<file path="src/rtl/div_16b_seq_pkg.sv">
// ============================================================================
// Module  : div_16b_seq_pkg
// Brief   : Shared types and constants for the 16-bit sequential divider.
// Revision: 1.0 - initial release
// ============================================================================
`default_nettype none

package div_16b_seq_pkg;

    localparam int DIV_W    = 16;
    localparam int DIV_ITER = 16;
    localparam logic [DIV_W-1:0] DZ_QUOT = 16'hFFFF;

    typedef enum logic [1:0] {
        IDLE = 2'd0,
        RUN  = 2'd1,
        DONE = 2'd2
    } div_state_t;

    function automatic logic [DIV_W-1:0] twos_neg(input logic [DIV_W-1:0] v);
        return (~v) + {{(DIV_W-1){1'b0}}, 1'b1};
    endfunction

endpackage

`default_nettype wire

</file>
<file path="src/rtl/div_16b_seq_cla.sv">
// ============================================================================
// Module  : div_16b_seq_cla
// Brief   : 16-bit carry-lookahead adder, 4-bit groups with a second-level
//           lookahead across groups. Used by the divider as a subtractor.
// Revision: 1.0 - initial release
// ============================================================================
`default_nettype none

module div_16b_seq_cla
    import div_16b_seq_pkg::*;
(
    input  logic [DIV_W-1:0] a,
    input  logic [DIV_W-1:0] b,
    input  logic             c_in,
    output logic [DIV_W-1:0] sum,
    output logic             c_out
);

    logic [DIV_W-1:0] w_g;
    logic [DIV_W-1:0] w_p;
    logic [DIV_W-1:0] w_c;
    logic [3:0]       w_gg;
    logic [3:0]       w_gp;
    logic [4:0]       w_gc;

    assign w_g = a & b;
    assign w_p = a ^ b;

    generate
        for (genvar gi = 0; gi < 4; gi++) begin : g_grp
            localparam int B = 4 * gi;
            assign w_c[B]   = w_gc[gi];
            assign w_c[B+1] = w_g[B] | (w_p[B] & w_gc[gi]);
            assign w_c[B+2] = w_g[B+1] | (w_p[B+1] & w_g[B])
                            | (w_p[B+1] & w_p[B] & w_gc[gi]);
            assign w_c[B+3] = w_g[B+2] | (w_p[B+2] & w_g[B+1])
                            | (w_p[B+2] & w_p[B+1] & w_g[B])
                            | (w_p[B+2] & w_p[B+1] & w_p[B] & w_gc[gi]);
            assign w_gg[gi] = w_g[B+3] | (w_p[B+3] & w_g[B+2])
                            | (w_p[B+3] & w_p[B+2] & w_g[B+1])
                            | (w_p[B+3] & w_p[B+2] & w_p[B+1] & w_g[B]);
            assign w_gp[gi] = &w_p[B+3:B];
        end
    endgenerate

    // Second-level lookahead: group carries derived straight from c_in
    assign w_gc[0] = c_in;
    assign w_gc[1] = w_gg[0] | (w_gp[0] & c_in);
    assign w_gc[2] = w_gg[1] | (w_gp[1] & w_gg[0]) | (w_gp[1] & w_gp[0] & c_in);
    assign w_gc[3] = w_gg[2] | (w_gp[2] & w_gg[1]) | (w_gp[2] & w_gp[1] & w_gg[0])
                   | (w_gp[2] & w_gp[1] & w_gp[0] & c_in);
    assign w_gc[4] = w_gg[3] | (w_gp[3] & w_gg[2]) | (w_gp[3] & w_gp[2] & w_gg[1])
                   | (w_gp[3] & w_gp[2] & w_gp[1] & w_gg[0])
                   | (w_gp[3] & w_gp[2] & w_gp[1] & w_gp[0] & c_in);

    assign sum   = w_p ^ w_c;
    assign c_out = w_gc[4];

endmodule

`default_nettype wire

</file>
<file path="src/rtl/div_16b_seq.sv">
// ============================================================================
// Module  : div_16b_seq
// Brief   : Iterative 16-bit restoring divider, one trial subtraction per
//           clock, start/done handshake. Macro SIGNED_DIV_EN adds signed mode.
// Revision: 1.0 - initial release
// ============================================================================
`default_nettype none

module div_16b_seq
    import div_16b_seq_pkg::*;
#(
    parameter int N     = 16,
    parameter int CNT_W = 5
)
(
    input  logic             clk,
    input  logic             rst,
    input  logic             start,
    input  logic             signed_op,
    input  logic [N-1:0]     dividend,
    input  logic [N-1:0]     divisor,
    output logic             busy,
    output logic             done,
    output logic             div_by_zero,
    output logic [N-1:0]     quotient,
    output logic [N-1:0]     remainder
);

    div_state_t       state_q, state_d;
    logic [CNT_W-1:0] cnt_q, cnt_d;
    logic [N-1:0]     rem_q, rem_d;
    logic [N-1:0]     quo_q, quo_d;
    logic [N-1:0]     dvsr_q, dvsr_d;
    logic             dz_q, dz_d;

    logic [N-1:0]     w_a_mag;
    logic [N-1:0]     w_b_mag;
    logic [N:0]       w_shift_r;
    logic [N-1:0]     w_trial;
    logic             w_no_borrow;
    logic             w_qbit;

`ifdef SIGNED_DIV_EN
    logic             neg_quo_q, neg_quo_d;
    logic             neg_rem_q, neg_rem_d;

    always_comb begin
        w_a_mag = dividend;
        w_b_mag = divisor;
        if (signed_op && dividend[N-1]) w_a_mag = twos_neg(dividend);
        if (signed_op && divisor[N-1])  w_b_mag = twos_neg(divisor);
    end
`else
    logic             w_unused_signed_op;

    assign w_unused_signed_op = signed_op;
    assign w_a_mag            = dividend;
    assign w_b_mag            = divisor;
`endif

    // Partial remainder shifted left with the next dividend bit from Q's MSB
    assign w_shift_r = {rem_q, quo_q[N-1]};

    div_16b_seq_cla u_cla (
        .a     (w_shift_r[N-1:0]),
        .b     (~dvsr_q),
        .c_in  (1'b1),
        .sum   (w_trial),
        .c_out (w_no_borrow)
    );

    // A set bit 16 means R >= 2^16 > divisor, so the subtraction must succeed
    assign w_qbit = w_shift_r[N] | w_no_borrow;

    always_comb begin
        state_d = state_q;
        cnt_d   = cnt_q;
        rem_d   = rem_q;
        quo_d   = quo_q;
        dvsr_d  = dvsr_q;
        dz_d    = dz_q;
`ifdef SIGNED_DIV_EN
        neg_quo_d = neg_quo_q;
        neg_rem_d = neg_rem_q;
`endif
        case (state_q)
            IDLE, DONE: begin
                if (start) begin
                    if (divisor == '0) begin
                        state_d = DONE;
                        dz_d    = 1'b1;
                        quo_d   = DZ_QUOT;
                        rem_d   = dividend;
                        cnt_d   = '0;
`ifdef SIGNED_DIV_EN
                        neg_quo_d = 1'b0;
                        neg_rem_d = 1'b0;
`endif
                    end else begin
                        state_d = RUN;
                        dz_d    = 1'b0;
                        cnt_d   = CNT_W'(N);
                        quo_d   = w_a_mag;
                        rem_d   = '0;
                        dvsr_d  = w_b_mag;
`ifdef SIGNED_DIV_EN
                        neg_quo_d = signed_op & (dividend[N-1] ^ divisor[N-1]);
                        neg_rem_d = signed_op & dividend[N-1];
`endif
                    end
                end
            end
            RUN: begin
                quo_d = {quo_q[N-2:0], w_qbit};
                rem_d = w_qbit ? w_trial : w_shift_r[N-1:0];
                cnt_d = cnt_q - CNT_W'(1);
                if (cnt_q == CNT_W'(1)) state_d = DONE;
            end
            default: state_d = IDLE;
        endcase
    end

    always_ff @(posedge clk or posedge rst) begin
        if (rst) begin
            state_q <= IDLE;
            cnt_q   <= '0;
            rem_q   <= '0;
            quo_q   <= '0;
            dvsr_q  <= '0;
            dz_q    <= 1'b0;
        end else begin
            state_q <= state_d;
            cnt_q   <= cnt_d;
            rem_q   <= rem_d;
            quo_q   <= quo_d;
            dvsr_q  <= dvsr_d;
            dz_q    <= dz_d;
        end
    end

`ifdef SIGNED_DIV_EN
    always_ff @(posedge clk or posedge rst) begin
        if (rst) begin
            neg_quo_q <= 1'b0;
            neg_rem_q <= 1'b0;
        end else begin
            neg_quo_q <= neg_quo_d;
            neg_rem_q <= neg_rem_d;
        end
    end

    assign quotient  = (state_q == DONE && neg_quo_q) ? twos_neg(quo_q) : quo_q;
    assign remainder = (state_q == DONE && neg_rem_q) ? twos_neg(rem_q) : rem_q;
`else
    assign quotient  = quo_q;
    assign remainder = rem_q;
`endif

    assign busy        = (state_q == RUN);
    assign done        = (state_q == DONE);
    assign div_by_zero = dz_q;

endmodule

`default_nettype wire
</file>
<file path="config.mk">
export PLATFORM = sky130hd
export DESIGN_NAME = div_16b_seq
export DESIGN_NICKNAME = d
export VERILOG_FILES = /design/src/rtl/div_16b_seq_pkg.sv /design/src/rtl/div_16b_seq_cla.sv /design/src/rtl/div_16b_seq.sv
export SDC_FILE = /design/constraint.sdc
export NUM_CORES = 1
export LEC_CHECK = 0
export BUFFER_PORTS_ARGS = -buffer_cell sky130_fd_sc_hd__buf_4
export CAP_MARGIN = 20
export CELL_PAD_IN_SITES_DETAIL_PLACEMENT = 1
export CELL_PAD_IN_SITES_GLOBAL_PLACEMENT = 2
export CORE_AREA = 5 5 120 110
export CTS_CLUSTER_SIZE = 10
export DETAILED_ROUTE_END_ITERATION = 8
export DIE_AREA = 0 0 125 115
export GPL_ROUTABILITY_DRIVEN = 0
export GPL_TIMING_DRIVEN = 0
export PLACE_DENSITY = 0.77
export SYNTH_ARGS = -nofsm -noshare
export SYNTH_HDL_FRONTEND = slang
export SYNTH_HIERARCHICAL = 1
export SYNTH_SLANG_ARGS = --single-unit
</file>
<file path="constraint.sdc">
create_clock -name clk -period 3.14 [get_ports clk]
set_input_delay 0.628 -clock clk [delete_from_list [all_inputs] [get_ports clk]]
set_output_delay 0.628 -clock clk [all_outputs]
set_load 0.02 [all_outputs]
</file>
==> results of run 1 <==
==> cell type report <==
type                            instances  area, um^2  share of cell area, %
Multi-Input combinational cell        272        1900                   42.9
Sequential cell                        56        1400                   31.7
Timing Repair Buffer                   71         546                   12.3
Tap cell                              160         200                   4.52
Clock buffer                            6         129                   2.91
Inverter                               32         120                   2.71
Buffer                                 19        93.8                   2.12
Clock inverter                          2        35.0                  0.791
==> flip-flops by register name (all words and copies together), names as in the netlist <==
signal,cells
dvsr_q,16
quotient,16
remainder,16
cnt_q,5
state_q,2
div_by_zero,1
==> through the flow <==
step	total power [mW]	hold WS, ns
floorplan	4.20	0.464
global placement	5.27	0.468
detailed placement	5.40	0.482
CTS	6.19	0.387
global route	6.77	0.422
finish	6.17	0.366
==> cell usage after synthesis (2+ instances only) <==
cell,instances,area [um^2]
nand2_1,72,270
dfrtp_1,56,1400
a31oi_1,33,206
inv_1,32,120
nor2_1,25,93.8
and3_1,18,113
ha_1,18,225
clkbuf_1,17,63.8
o22a_1,16,140
mux2_1,10,113
o21ai_0,8,40.0
mux2_2,6,67.6
nand3_1,6,30.0
xor2_1,6,52.6
fa_1,4,80.1
or4_1,4,30.0
xnor2_1,4,35.0
a21oi_1,3,15.0
nor2b_1,3,18.8
o211ai_1,3,22.5
o21bai_1,3,22.5
or2_2,3,18.8
a21o_1,2,15.0
buf_4,2,15.0
mux2i_1,2,20.0
nand2b_1,2,12.5
==> power by group through the flow <==
stage / Combinational (mW) / Clock (mW) / Sequential (mW)
2_1_floorplan: 2.57 / 0 / 1.63
3_3_place_gp: 3.79 / 0 / 1.48
3_5_place_dp: 3.90 / 0 / 1.50
4_1_cts: 4.02 / 0.684 / 1.49
5_1_grt: 4.51 / 0.717 / 1.54
6_report: 4.03 / 0.665 / 1.48
==> what timing repair did <==
action                                  CTS  global route
hold buffers                              0             0
buffers inserted                          0             1
pin swaps                                 1             1
gates resized for setup                  11             5
endpoints found under the setup margin   17            17
==> layer usage <==
layer / vias up / GRT usage (%) / routed length, um
met5: - / 0 / 0
met4: 0 / 3.32 / 110
met3: 11 / 4.37 / 493
met2: 68 / 25.0 / 4940
met1: 1545 / 20.9 / 5150
li1: 1484 / - / -
==> worst reg2reg max path: cells and delay by family, from the launching register on <==
| kind | cells | cell delay, ns |
|---|---|---|
| fa+ha+maj | 1 | 0.38 |
| buf+inv | 1 | 0.17 |
| compound gates | 6 | 1.50 |
| flops | 1 | 0.43 |
| simple gates | 3 | 0.46 |
==> cell families after synthesis <==
group	share of synthesized area, %
AO/OA/AOI/OAI	17.7
XOR/XNOR	2.53
adder cells (fa/ha/maj)	8.82
buffers and inverters	5.89
flip-flops	40.5
multiplexers	5.79
other	0.108
AND/OR/NAND/NOR	18.6
==> final timing paths <==
check | from | slack, ns | cells after the start | endpoint
worst max register to register | remainder[4]$_DFFE_PP0P_ | 0.10 | 11 | remainder[9]$_DFFE_PP0P_
max in group asynchronous | rst | 2.18 | 3 | quotient[15]$_DFFE_PP0P_
worst max-delay path | remainder[4]$_DFFE_PP0P_ | 0.10 | 11 | remainder[9]$_DFFE_PP0P_
min in group clk | div_by_zero$_DFFE_PP0P_ | 0.50 | 2 | div_by_zero$_DFFE_PP0P_
worst min register to register | div_by_zero$_DFFE_PP0P_ | 0.50 | 2 | div_by_zero$_DFFE_PP0P_
worst min-delay path | rst | 0.37 | 2 | quotient[3]$_DFFE_PP0P_
==> qor.csv, run 1 <==
metric;value;unit
PD cells;1390;nW/um^2
Die Span X;125;um
TritonCTS buffer count;5;
Die Height;115;um
Highest Clock Rate;329;MHz
cell-internal power;3.30;mW
worst relative slew slack;50.6;%
vias in the first global route;3304;
fraction of registers with async set/reset;100;%
hold crit path type;in2async;
CP Capture Type;register;
Root Driver;clkbuf_16;
fin cells;618;
initial antenna violation count;0;
area delta synth->final;28.0;%
Cell Area, Placed;4200;um^2
max-slew violations;0;
Antenna Nets Post-Route;0;
clock latency on the worst-skew pair;0.31;ns
Worst VDD drop;0.000496;V
fraction of layout cells with a size suffix above 1;23.4;%
Top FF cell, synth;dfrtp_1;
count of cell types in the netlist;47;
Final Core Density;37.4;%
most frequent cells in the layout;buf_4, nand2_1, dfrtp_1;
Via density;5.03;
WL/cell;17.3;um
MaxCap Viol Count;0;
pre-CTS WS;-0.381;ns
Longest Clk Path Bufs;2;
1st-iter DRT viols;119;
Setup TNS;0;ns
Synth Warn #;6;
IO Pins;71;
Syn Std Cell Area;3460;um^2
run status;complete, no violations;
setup ws final;0.101;ns
core area;11800;um^2
leakage;2.14;nW
Post-Route Skew;0.0126;ns
drt first pass iters;4;
vias;3108;
Sw Ratio;46.6;%
# nets final;515;
crit path cell chain;ha_1 > a211oi_2 > nor2_1 > o311a_4 > a311oi_4 > o21bai_2 > or2_4 > clkbuf_8 > nand2_1 > a31oi_1 > o22a_1;
Worst setup SP type;register;
diodes inserted;0;
Tmin final;3.04;ns
Worst path max stage delay;0.43;ns
CTS tree;built;
fin area;4430;um^2
CP Data Arrival Time;3.24;ns
Core Rows;38;
CP bufs+invs;1;
Overflow after GRT;0;
placed cell count;610;
Post-synth EDFFs;0;
Initial Utilization;29.2;%
sequential fraction of the synthesis area;40.5;%
H-tree levels;2;
final-report setup violation count;0;
Sw Pwr;2.88;mW
CP Max Fanout;10;
worst-margin pin slew;0.735;ns
Fin. Hold Viols;0;
first-pass GRT wire length;17.7;mm
Logic pwr share;65.2;%
Clock Sinks;56;
Crit path max-delay family;compound AO/OA/AOI/OAI gates;
Filler cells;1393;
Routed WL;10.7;mm
clk slew on worst S/H paths;0.08;ns
Buffers on Ports;69;
CP max stage cell;dfrtp_1;
Tcrit/Tclk final;96.8;%
#FFs+latches synth;56;
Mapped Cells;379;
drt drc;0;
Post-DP HPWL;8.46;mm
Avg Cell Area, Syn;9.13;um^2
sequential share of power;24.0;%
Clock power frac;10.8;%
gr usage total;15.5;%
die area;14400;um^2
CP Data Required Time;3.34;ns
RSZ-0062 raised after global routing;false;
Setup Crit Path Kind;reg2reg;
largest net degree at the start of global routing;33;
No activity file was read; power rests on OpenSTA's default activity.
==> run 2, diff against run 1 <==
- SETUP_SLACK_MARGIN: not set -> 0.3
==> qor.csv, run 2 (same netlist as run 1, synthesis figures left out) <==
metric;value;unit;change
Worst path max stage delay;0.44;ns;about the same
clk slew on worst S/H paths;0.08;ns;about the same
CP Data Required Time;3.33;ns;about the same
drt drc;0;;unchanged
run status;complete, no violations;;
TritonCTS buffer count;5;;unchanged
area delta synth->final;38.7;%;
CTS tree;built;;
# nets final;540;;+4.9%
Antenna Nets Post-Route;0;;unchanged
commonest non-fill, non-tap cell in the layout;buf_4;;
CP bufs+invs;2;;+1
Post-Route Skew;0.00773;ns;-0.00486 ns
fraction of layout cells with a size suffix above 1;34.2;%;+11 points
hold crit path type;in2async;;
worst hold slack;0.348;ns;-0.0182 ns
final-report setup violation count;0;;unchanged
die area;14400;um^2;unchanged
drt first pass iters;4;;unchanged
most frequent cells in the layout;buf_4, nand2_1, dfrtp_1;;
initial antenna violation count;0;;unchanged
Core Rows;38;;unchanged
clock latency on the worst-skew pair;0.30;ns;about the same
CP Capture Type;register;;
Post-DP HPWL;8.48;mm;+0.25%
Cell Area, Placed;4310;um^2;+2.5%
fin area;4800;um^2;+8.4%
vias;3141;;+1.1%
vias in the first global route;3404;;+3.0%
H-tree levels;2;;unchanged
max-slew violations;0;;unchanged
Initial Utilization;29.2;%;unchanged
core area;11800;um^2;unchanged
CP Data Arrival Time;3.00;ns;-0.24 ns
fin cells;643;;+4.0%
Longest Clk Path Bufs;2;;unchanged
IO Pins;71;;unchanged
CP max stage cell;dfrtp_2;;
Die Height;115;um;unchanged
Highest Clock Rate;356;MHz;+8.0%
Setup Crit Path Kind;reg2reg;;
Via density;4.88;;-2.9%
Routed WL;11.3;mm;+5.9%
crit path cell chain;ha_4 > a21o_1 > a221o_1 > a31o_1 > a311oi_4 > o21bai_2 > or2_4 > buf_8 > clkbuf_16 > nand2_1 > a31oi_1 > o22a_1;;
1st-iter DRT viols;63;;-47%
WL/cell;17.6;um;+1.7%
worst relative slew slack;50.4;%;-0.13 points
Root Driver;clkbuf_16;;
Tcrit/Tclk final;89.6;%;-7.2 points
Die Span X;125;um;unchanged
gr usage total;15.9;%;+0.44 points
first-pass GRT wire length;18.4;mm;+4.1%
Fin. Hold Viols;0;;unchanged
Buffers on Ports;69;;unchanged
Overflow after GRT;0;;unchanged
largest net degree at the start of global routing;39;;+18%
CP Max Fanout;7;;-3
placed cell count;610;;unchanged
RSZ-0062 raised after global routing;true;;
diodes inserted;0;;unchanged
Worst setup SP type;register;;
MaxCap Viol Count;0;;unchanged
Crit path max-delay family;compound AO/OA/AOI/OAI gates;;
Clock Sinks;56;;unchanged
worst-margin pin slew;0.737;ns;+0.00198 ns
Setup TNS;0;ns;unchanged
Tmin final;2.81;ns;-0.226 ns
[run 2: final cells by class]
class	count	area, um^2
fillers	1377	7040
multi-input cells	272	2070
flip-flops and latches	56	1410
repair buffers	95	733
well taps	160	200
clock buffers	6	129
plain buffers	20	121
inverters	32	120
clock inverters	2	16.3
[run 2: through the flow]
step	util (%)	setup WS [ns]
finish	40.5	0.327
global route	40.5	0.259
CTS	39.9	0.271
detailed placement	36.4	-0.113
global placement	36.2	-0.0698
floorplan	-	0.306
[run 2: path summary, 6_finish.rpt]
path                                           start                        end  slack [ns]  cells past startpoint
setup / recovery           remainder[10]$_DFFE_PP0P_   remainder[7]$_DFFE_PP0P_        0.33                     12
hold / removal                                   rst   remainder[2]$_DFFE_PP0P_        0.35                      2
setup reg to reg           remainder[10]$_DFFE_PP0P_   remainder[7]$_DFFE_PP0P_        0.33                     12
hold reg to reg              div_by_zero$_DFFE_PP0P_    div_by_zero$_DFFE_PP0P_        0.49                      2
max in group asynchronous                        rst  remainder[11]$_DFFE_PP0P_        2.19                      3
min in group clk             div_by_zero$_DFFE_PP0P_    div_by_zero$_DFFE_PP0P_        0.49                      2
[run 2: per-layer routing]
layer	up-vias	track usage, %	routed length (um)
li1	1529	-	-
met1	1560	21.7	5630
met2	46	26.6	5230
met3	6	3.48	400
met4	0	2.60	60
met5	-	0	0
[run 2: what timing repair did]
item / CTS / global route
setup endpoints to repair: 18 / 18
cloned: 1 / 0
pin swaps: 22 / 18
buffers inserted: 19 / 5
resized for setup: 29 / 16
hold buffers: 0 / 0
[run 2: worst register-to-register path: stages, from the launching register on]
cell and delay (ns):
dfrtp_2 0.44, ha_4 0.27, a21o_1 0.17, a221o_1 0.35, a31o_1 0.25, a311oi_4 0.25
o21bai_2 0.10, or2_4 0.24, buf_8 0.14, clkbuf_16 0.16, nand2_1 0.07, a31oi_1 0.09
o22a_1 0.18
Power of run 2 is not shown: default switching activity piles up to over one toggle a cycle in this logic, so the estimate is an artifact.
==> run 3, diff against run 2 <==
- GPL_TIMING_DRIVEN: 0 -> not set
- REMOVE_ABC_BUFFERS: not set -> 1
==> qor.csv, run 3 (same netlist as run 1, synthesis figures left out) <==
metric;value;unit;change
hold crit path type;reg2reg;;
final-report setup violation count;0;;unchanged
CP Data Arrival Time;2.98;ns;-0.02 ns
Via density;4.95;;+1.3%
first-pass GRT wire length;18.1;mm;-1.8%
register area;1410;um^2;-0.62%
Die Height;115;um;unchanged
Hold EP;dvsr_q[1]$_DFFE_PP0P_;;
CP Data Required Time;3.32;ns;about the same
H-tree levels;2;;unchanged
area delta synth->final;35.0;%;
WL/cell;17.5;um;-0.91%
Core Rows;38;;unchanged
RSZ-0062 raised after global routing;false;;
Antenna Nets Post-Route;0;;unchanged
CTS tree;built;;
reg2reg setup slack;0.34;ns;+0.02 ns
Hold Path Depth;1;;
r2r startpoint;dvsr_q[11]$_DFFE_PP0P_;;
area occupied by multi-input gates;2070;um^2;+0.24%
Fin. Hold Viols;0;;unchanged
drt drc;0;;unchanged
Setup TNS;0;ns;unchanged
Worst setup SP type;register;;
CP Capture Type;register;;
diodes inserted;0;;unchanged
commonest non-fill, non-tap cell in the layout;buf_4;;
MaxCap Viol Count;0;;unchanged
TritonCTS buffer count;5;;unchanged
run status;complete, no violations;;
Post-Route Skew;0.00834;ns;+0.000604 ns
clock latency on the worst-skew pair;0.30;ns;about the same
1st-iter DRT viols;134;;+110%
fraction of layout cells with a size suffix above 1;31.8;%;-2.3 points
Root Driver;clkbuf_16;;
CP Max Fanout;8;;+1
Setup Crit Path Kind;reg2reg;;
initial antenna violation count;0;;unchanged
worst-margin pin slew;0.746;ns;+0.00858 ns
vias in the first global route;3438;;+1.0%
Overflow after GRT;0;;unchanged
IO Pins;71;;unchanged
Tcrit/Tclk final;89.1;%;-0.50 points
Post-DP HPWL;7.98;mm;-5.9%
vias;3092;;-1.6%
largest net degree at the start of global routing;57;;+46%
Die Span X;125;um;unchanged
Routed WL;10.9;mm;-3.7%
die area;14400;um^2;unchanged
Buffers on Ports;69;;unchanged
gr usage total;15.3;%;-0.57 points
max-slew violations;0;;unchanged
HP Start;dvsr_q[1]$_DFFE_PP0P_;;
Filler cells;1362;;-1.1%
core area;11800;um^2;unchanged
# nets final;522;;-3.3%
Initial Utilization;29.2;%;unchanged
clk slew on worst S/H paths;0.07;ns;about the same
Tmin final;2.80;ns;-0.0157 ns
R2R depth;11;;-1
Clock Sinks;56;;unchanged
Highest Clock Rate;358;MHz;+0.56%
most frequent cells in the layout;buf_4, nand2_1, dfrtp_1;;
worst relative slew slack;50.3;%;-0.16 points
drt first pass iters;4;;unchanged
Longest Clk Path Bufs;2;;unchanged
Worst R2R End;remainder[9]$_DFFE_PP0P_;;
## run 3: cell types whose count changed in the layout (fill, tap and decap cells not counted), sizes merged
cell    before  now
buf        100   96
clkbuf      21    6
or2          3    4
## run 3: critical path, stage by stage (launching register included)
cell,delay (ns)
dfrtp_1,0.39
inv_2,0.07
ha_4,0.22
a21o_1,0.17
a221o_1,0.37
a31o_1,0.24
a311oi_4,0.37
o21bai_4,0.14
or2_4,0.30
nand2_2,0.09
a31oi_2,0.10
o22a_1,0.20
## run 3: timing repair
action,4_1_cts,5_1_grt
endpoints found under the setup margin,16,17
gates resized for setup,10,28
gates cloned,1,1
buffers inserted,2,6
pin swaps,3,22
hold buffers,0,0
## run 3: per-layer routing
| layer | vias up | GRT usage (%) | wire [um] |
|---|---|---|---|
| met1 | 1546 | 20.0 | 5200 |
| met4 | 0 | 2.60 | 89 |
| li1 | 1493 | - | - |
| met2 | 45 | 27.5 | 5340 |
| met3 | 8 | 2.37 | 278 |
| met5 | - | 0 | 0 |
## run 3: how the worst max path moves through the flow
stage                               from                   endpoint  slack (ns)  depth (start not counted)
6_report          dvsr_q[11]$_DFFE_PP0P_   remainder[9]$_DFFE_PP0P_        0.34                         11
3_3_place_gp   remainder[11]$_DFFE_PP0P_   remainder[9]$_DFFE_PP0P_        0.20                         10
2_1_floorplan   remainder[9]$_DFFE_PP0P_   remainder[1]$_DFFE_PP0P_        0.12                         10
4_1_cts         remainder[0]$_DFFE_PP0P_  remainder[13]$_DFFE_PP0P_        0.32                         11
3_5_place_dp    remainder[9]$_DFFE_PP0P_   remainder[9]$_DFFE_PP0P_        0.11                         10
5_1_grt           dvsr_q[12]$_DFFE_PP0P_   remainder[5]$_DFFE_PP0P_        0.29                         12
## run 3: cell type report
class | instances | area share [%]
clock inverter | 2 | 0.348
tap | 160 | 4.29
multi-input combinational | 273 | 44.3
clock buffer | 6 | 2.76
inverter | 32 | 2.57
sequential | 56 | 30.1
timing repair buffer | 96 | 15.6
## run 3: through the flow
| stage | hold slack, ns | utilization (%) | instance area, um^2 | setup WS (ns) | instances |
|---|---|---|---|---|---|
| 6_report | 0.498 | 39.4 | 4670 | 0.343 | 625 |
| 5_1_grt | 0.515 | 39.4 | 4670 | 0.287 | 625 |
| 4_1_cts | 0.504 | 37.6 | 4450 | 0.319 | 618 |
| 3_5_place_dp | 0.487 | 35.8 | 4230 | 0.114 | 607 |
| 3_3_place_gp | 0.468 | 35.8 | 4230 | 0.200 | 607 |
| 2_1_floorplan | 0.464 | - | 3380 | 0.121 | 360 |
Power of run 3 is left out for the same reason.
